`src/rtl/mips_pkg.sv`:
```
// Shared widths and ALU-arbiter FSM state encoding for the MIPS core.
package mips_pkg;

  localparam int unsigned OPALU_W   = 2;
  localparam int unsigned FUNCT_W   = 6;
  localparam int unsigned DEF_WIDTH = 32;

  typedef enum logic [1:0] {
    StIdle = 2'd0,
    StExec = 2'd1,
    StResp = 2'd2
  } arb_state_e;

endpackage

```
`src/rtl/ula_arbiter_rr.sv`:
```
// Two-way round-robin grant: a lone requester wins, a tie goes to the one not granted last.
module ula_arbiter_rr (
  input  logic valid0_i,
  input  logic valid1_i,
  input  logic last_grant_i,
  output logic gnt0_o,
  output logic gnt1_o
);

  always_comb begin
    gnt0_o = valid0_i & (~valid1_i | last_grant_i);
    gnt1_o = valid1_i & (~valid0_i | ~last_grant_i);
  end

endmodule

```
`src/rtl/ula_arbiter.sv`:
```
// Time-shares one ALU between two requesters: accept, hold operands for the ALU latency,
// capture the result and return it to the granted requester.
module ula_arbiter
  import mips_pkg::*;
#(
  parameter int unsigned WIDTH       = DEF_WIDTH,
  parameter int unsigned ALU_LATENCY = 1
) (
  input  logic               clk,
  input  logic               reset_n,
  input  logic               req0_valid,
  input  logic               req1_valid,
  output logic               req0_ready,
  output logic               req1_ready,
  input  logic [OPALU_W-1:0] req0_opalu,
  input  logic [OPALU_W-1:0] req1_opalu,
  input  logic [FUNCT_W-1:0] req0_funct,
  input  logic [FUNCT_W-1:0] req1_funct,
  input  logic [WIDTH-1:0]   req0_a,
  input  logic [WIDTH-1:0]   req0_b,
  input  logic [WIDTH-1:0]   req1_a,
  input  logic [WIDTH-1:0]   req1_b,
  output logic               rsp0_valid,
  output logic               rsp1_valid,
  input  logic               rsp0_ready,
  input  logic               rsp1_ready,
  output logic [WIDTH-1:0]   rsp_result,
  output logic [OPALU_W-1:0] alu_opalu,
  output logic [FUNCT_W-1:0] alu_funct,
  output logic [WIDTH-1:0]   alu_a,
  output logic [WIDTH-1:0]   alu_b,
  input  logic [WIDTH-1:0]   alu_result,
  output logic               busy,
  output logic               grant_id
);

  localparam int unsigned CntW = (ALU_LATENCY < 1) ? 1 : $clog2(ALU_LATENCY + 1);

  arb_state_e         state_q;
  logic [CntW-1:0]    cnt_q;
  logic [OPALU_W-1:0] alu_opalu_q;
  logic [FUNCT_W-1:0] alu_funct_q;
  logic [WIDTH-1:0]   alu_a_q;
  logic [WIDTH-1:0]   alu_b_q;
  logic [WIDTH-1:0]   result_q;
  logic               rsp0_valid_q;
  logic               rsp1_valid_q;
  logic               busy_q;
  logic               grant_id_q;
  logic               last_grant_q;

  logic gnt0, gnt1;
  logic accept0, accept1;
  logic rsp_taken;

  ula_arbiter_rr u_rr (
    .valid0_i     (req0_valid),
    .valid1_i     (req1_valid),
    .last_grant_i (last_grant_q),
    .gnt0_o       (gnt0),
    .gnt1_o       (gnt1)
  );

  always_comb begin
    req0_ready = (state_q == StIdle) & gnt0;
    req1_ready = (state_q == StIdle) & gnt1;
    accept0    = req0_valid & req0_ready;
    accept1    = req1_valid & req1_ready;
    rsp_taken  = grant_id_q ? rsp1_ready : rsp0_ready;
  end

  // ALU drive registers double as the operand latches; they are zeroed outside EXEC.
  always_ff @(posedge clk or negedge reset_n) begin
    if (!reset_n) begin
      state_q      <= StIdle;
      cnt_q        <= '0;
      alu_opalu_q  <= '0;
      alu_funct_q  <= '0;
      alu_a_q      <= '0;
      alu_b_q      <= '0;
      result_q     <= '0;
      rsp0_valid_q <= 1'b0;
      rsp1_valid_q <= 1'b0;
      busy_q       <= 1'b0;
      grant_id_q   <= 1'b0;
      last_grant_q <= 1'b1;
    end else begin
      unique case (state_q)
        StIdle: begin
          if (accept0 || accept1) begin
            alu_opalu_q  <= accept1 ? req1_opalu : req0_opalu;
            alu_funct_q  <= accept1 ? req1_funct : req0_funct;
            alu_a_q      <= accept1 ? req1_a : req0_a;
            alu_b_q      <= accept1 ? req1_b : req0_b;
            grant_id_q   <= accept1;
            last_grant_q <= accept1;
            cnt_q        <= CntW'(ALU_LATENCY);
            busy_q       <= 1'b1;
            state_q      <= StExec;
          end
        end
        StExec: begin
          if (cnt_q != '0) begin
            cnt_q <= cnt_q - CntW'(1);
          end else begin
            result_q     <= alu_result;
            alu_opalu_q  <= '0;
            alu_funct_q  <= '0;
            alu_a_q      <= '0;
            alu_b_q      <= '0;
            rsp0_valid_q <= ~grant_id_q;
            rsp1_valid_q <= grant_id_q;
            state_q      <= StResp;
          end
        end
        StResp: begin
          if (rsp_taken) begin
            rsp0_valid_q <= 1'b0;
            rsp1_valid_q <= 1'b0;
            busy_q       <= 1'b0;
            state_q      <= StIdle;
          end
        end
        default: state_q <= StIdle;
      endcase
    end
  end

  always_comb begin
    alu_opalu  = alu_opalu_q;
    alu_funct  = alu_funct_q;
    alu_a      = alu_a_q;
    alu_b      = alu_b_q;
    rsp_result = result_q;
    rsp0_valid = rsp0_valid_q;
    rsp1_valid = rsp1_valid_q;
    busy       = busy_q;
    grant_id   = grant_id_q;
  end

endmodule

```
`config.mk`:
```
export PLATFORM = sky130hd
export DESIGN_NAME = ula_arbiter
export DESIGN_NICKNAME = d
export VERILOG_FILES = /design/src/rtl/mips_pkg.sv /design/src/rtl/ula_arbiter_rr.sv /design/src/rtl/ula_arbiter.sv
export SDC_FILE = /design/constraint.sdc
export NUM_CORES = 1
export LEC_CHECK = 0
export BUFFER_PORTS_ARGS = -buffer_cell sky130_fd_sc_hd__buf_4
export CORE_AREA = 2 2 152 154
export DETAILED_ROUTE_END_ITERATION = 10
export DIE_AREA = 0 0 154 156
export HOLD_SLACK_MARGIN = 0.05
export PLACE_DENSITY = 0.5
export SLEW_MARGIN = 20
export SYNTH_ARGS = -nofsm -noshare
export SYNTH_HDL_FRONTEND = slang
export SYNTH_SLANG_ARGS = --single-unit
export TNS_END_PERCENT = 10
```
`constraint.sdc`:
```
create_clock -name clk -period 1.5 [get_ports clk]
set_input_delay 0 -clock clk [delete_from_list [all_inputs] [get_ports clk]]
set_output_delay 0 -clock clk [all_outputs]
set_load 0.01 [all_outputs]
```
==> summary.txt <==
status: finished with violations
failing checks: setup timing
R2R Setup Slk: -0.09 ns
Distinct cells, synth: 30
f_max: 0.630 GHz
CTS Buf Count: 9
Area Growth Syn to Fin: 94.8%
largest family of logic cells by synthesized area: compound AO/OA/AOI/OAI gates
Chip Height: 156 um
max_cap viols: 0
CTS max path bufs: 2
Synth Area in Simple Gates: 8.39%
TritonCTS clock tree: done
Critical Path Source Type: register
most frequent cells in the layout: buf_4, dlygate4sd3_1, dfrtp_1
most common cell after layout, fill and taps aside: buf_4
synthesis-stage register bit count: 112
crit share post-route: 106%
IO Pins: 292
# rows: 55
Final Setup Violations: 71
Worst Tran Pin Value: 0.538 ns
Buf/Inv on CP: 3
P_leak: 5.15 nW
All-Layer GR Usage: 18.8%
CP max FO: 19
setup_tns: -3.18 ns
clk root buf: clkbuf_16
final core utilization: 47.8%
worst setup margin: -0.0868 ns
RD Place Congestion: 0.728
WL final: 23600 um
Slew Limit Headroom: 64.0%
Compound-Gate Fraction of Synth Area: 22.2%
layout cells sized above 1: 40.5%
Multi-input gate area: 0.00234 mm2
CTS clock-pin slew for the worst setup and hold paths: 0.08 ns
RSZ-0062 raised after global routing: true
minimum clock period: 1.59 ns
total core area: 0.0224 mm2
critical path arrival: 1.81 ns
largest net degree at the start of global routing: 73
worst-path cell chain: buf_6, nor3b_4, and2_4, buf_12, buf_16, o311ai_1
XOR/XNOR share of the synthesized area: 0%
# fillers: 2044
quantity of I/O buffers inserted on ports: 291
CP max stage cell: dfrtp_1
mean routed wirelength per cell: 18.5 um
CP endpoint kind: register
grt total ovfl: 0
die area: 0.0240 mm2
fin cells: 1271
DRC Markers: 0
Reg area: 0.00281 mm2
CTS H-Tree Depth: 3
Mean Syn Cell Area: 10.6 um2
Starting Density: 24.5%
drt via density: 4.88
critical path's top delay family: buffers and inverters
initial DRC count: 258
mux contribution to synthesized area: 8.48%
DP Wirelength: 14100 um
CP peak stage delay: 0.41 ns
YS warnings: 0
Total Power: 18.2 mW
final hold vios: 0
post-place setup slack: -0.0696 ns
antenna violations before repair: 0
kind of critical path: register to register
VDD IR max: 0.756 mV
adder-cell share of the synthesized area: 0%
Initial DRT Pass Iterations: 4
Worst EP required: 1.72 ns
sequential share of the synthesized area: 51.1%
Pins Over Slew Limit: 0
clock latency on the worst-skew pair: 0.36 ns
first-pass GRT wire length: 35900 um
final setup skew: 0.00932 ns
CTS sink cnt: 112
PwrDens: 1700 mW/mm2
placed insts: 1063
via count: 6202
Die X: 154 um
HP Class: input pin to register
final net count: 1162
Post-Syn Nets: 701
mapped cell area: 0.00549 mm2
post-route ant nets: 0
vias in the first global route: 6524
cells after synthesis: 519
==> cells in the mapped netlist (all sizes together) <==
| cell type | count | share of area, % |
|---|---|---|
| nor3b | 1 | 0.14 |
| buf | 17 | 2.0 |
| nand2b | 2 | 0.23 |
| nor2b | 1 | 0.11 |
| o21ai | 3 | 0.27 |
| a31oi | 1 | 0.11 |
| o21bai | 1 | 0.14 |
| or3b | 1 | 0.16 |
| o22ai | 2 | 0.23 |
| nor2 | 2 | 0.14 |
| nor3 | 1 | 0.18 |
| and3 | 1 | 0.11 |
| and2 | 2 | 0.23 |
| inv | 75 | 5.1 |
| nand3 | 72 | 6.6 |
| nand2 | 5 | 0.39 |
| clkbuf | 41 | 2.8 |
| a21oi | 1 | 0.091 |
| o31ai | 72 | 9.8 |
| or2b | 1 | 0.14 |
| o311ai | 72 | 11 |
| dfstp | 1 | 0.48 |
| dfrtp | 111 | 51 |
| mux2 | 33 | 8.5 |
==> where the power goes <==
group / switching [mW] / internal, mW / leakage [nW] / total (mW)
sequential: 0.896 / 4.52 / 1.36 / 5.42
combinational: 4.80 / 5.35 / 3.64 / 10.2
clock: 1.25 / 1.33 / 0.143 / 2.58
==> layout make-up <==
class	count	area share [%]
clock inverters	6	0.714
diodes	1	0.0234
multi-input cells	274	21.9
clock buffers	10	2.14
flip-flops and latches	112	26.2
inverters	75	2.63
repair buffers	508	43.1
well taps	285	3.33
==> tightest hold or removal path: stages <==
cell	delay, ns
buf_4	0.13
o21ai_4	0.08
buf_12	0.17
nand2_1	0.07
==> logic make-up (layout without fill, tap and decap cells) <==
logic type      count (synthesis)  count (layout)
simple gates                   89              89
other cells                     0               1
compound gates                152             152
buf+inv                       133             599
flops                         112             112
mux                            33              33
==> state kept, by name, indices dropped and copies added, names as in the netlist <==
signal and cells:
alu_a 32, alu_b 32, rsp_result 32, alu_funct 6, alu_opalu 2, state_q 2, busy 1, cnt_q 1
grant_id 1, last_grant_q 1, rsp0_valid 1, rsp1_valid 1
==> stage by stage <==
| step | cell area [um2] | hold slack [ns] |
|---|---|---|
| 2_1_floorplan | 5490 | -0.296 |
| 3_3_place_gp | 8180 | -0.0985 |
| 3_5_place_dp | 8180 | -0.103 |
| 4_1_cts | 10500 | 0.123 |
| 5_1_grt | 10700 | 0.151 |
| 6_report | 10700 | 0.131 |
==> per-layer routing <==
layer | global-route usage [%] | vias to the layer above | share of wire [%]
met1 | 23.0 | 3031 | 42
li1 | - | 2860 | -
met2 | 32.9 | 277 | 49
met5 | 0 | - | 0
met3 | 4.94 | 34 | 7.1
met4 | 5.07 | 0 | 1.5
==> path summary, 6_finish.rpt <==
check,end,cells after the start,from
max,alu_b[28],6,state_q[0]
min in group asynchronous,rsp_result[13],3,reset_n
max reg2reg,alu_b[28],6,state_q[0]
min,cnt_q,4,req1_valid
max in group asynchronous,rsp_result[12],3,reset_n
min reg2reg,alu_b[8],2,alu_b[8]
==> what timing repair did <==
action,in CTS,in global routing
endpoints found under the setup margin,106,95
buffers inserted,2,3
gates cloned,2,2
hold buffers,182,0
hold endpoints to repair,217,0
gates resized for setup,18,34
pin swaps,2,7
(Power assumes the default switching activity.)
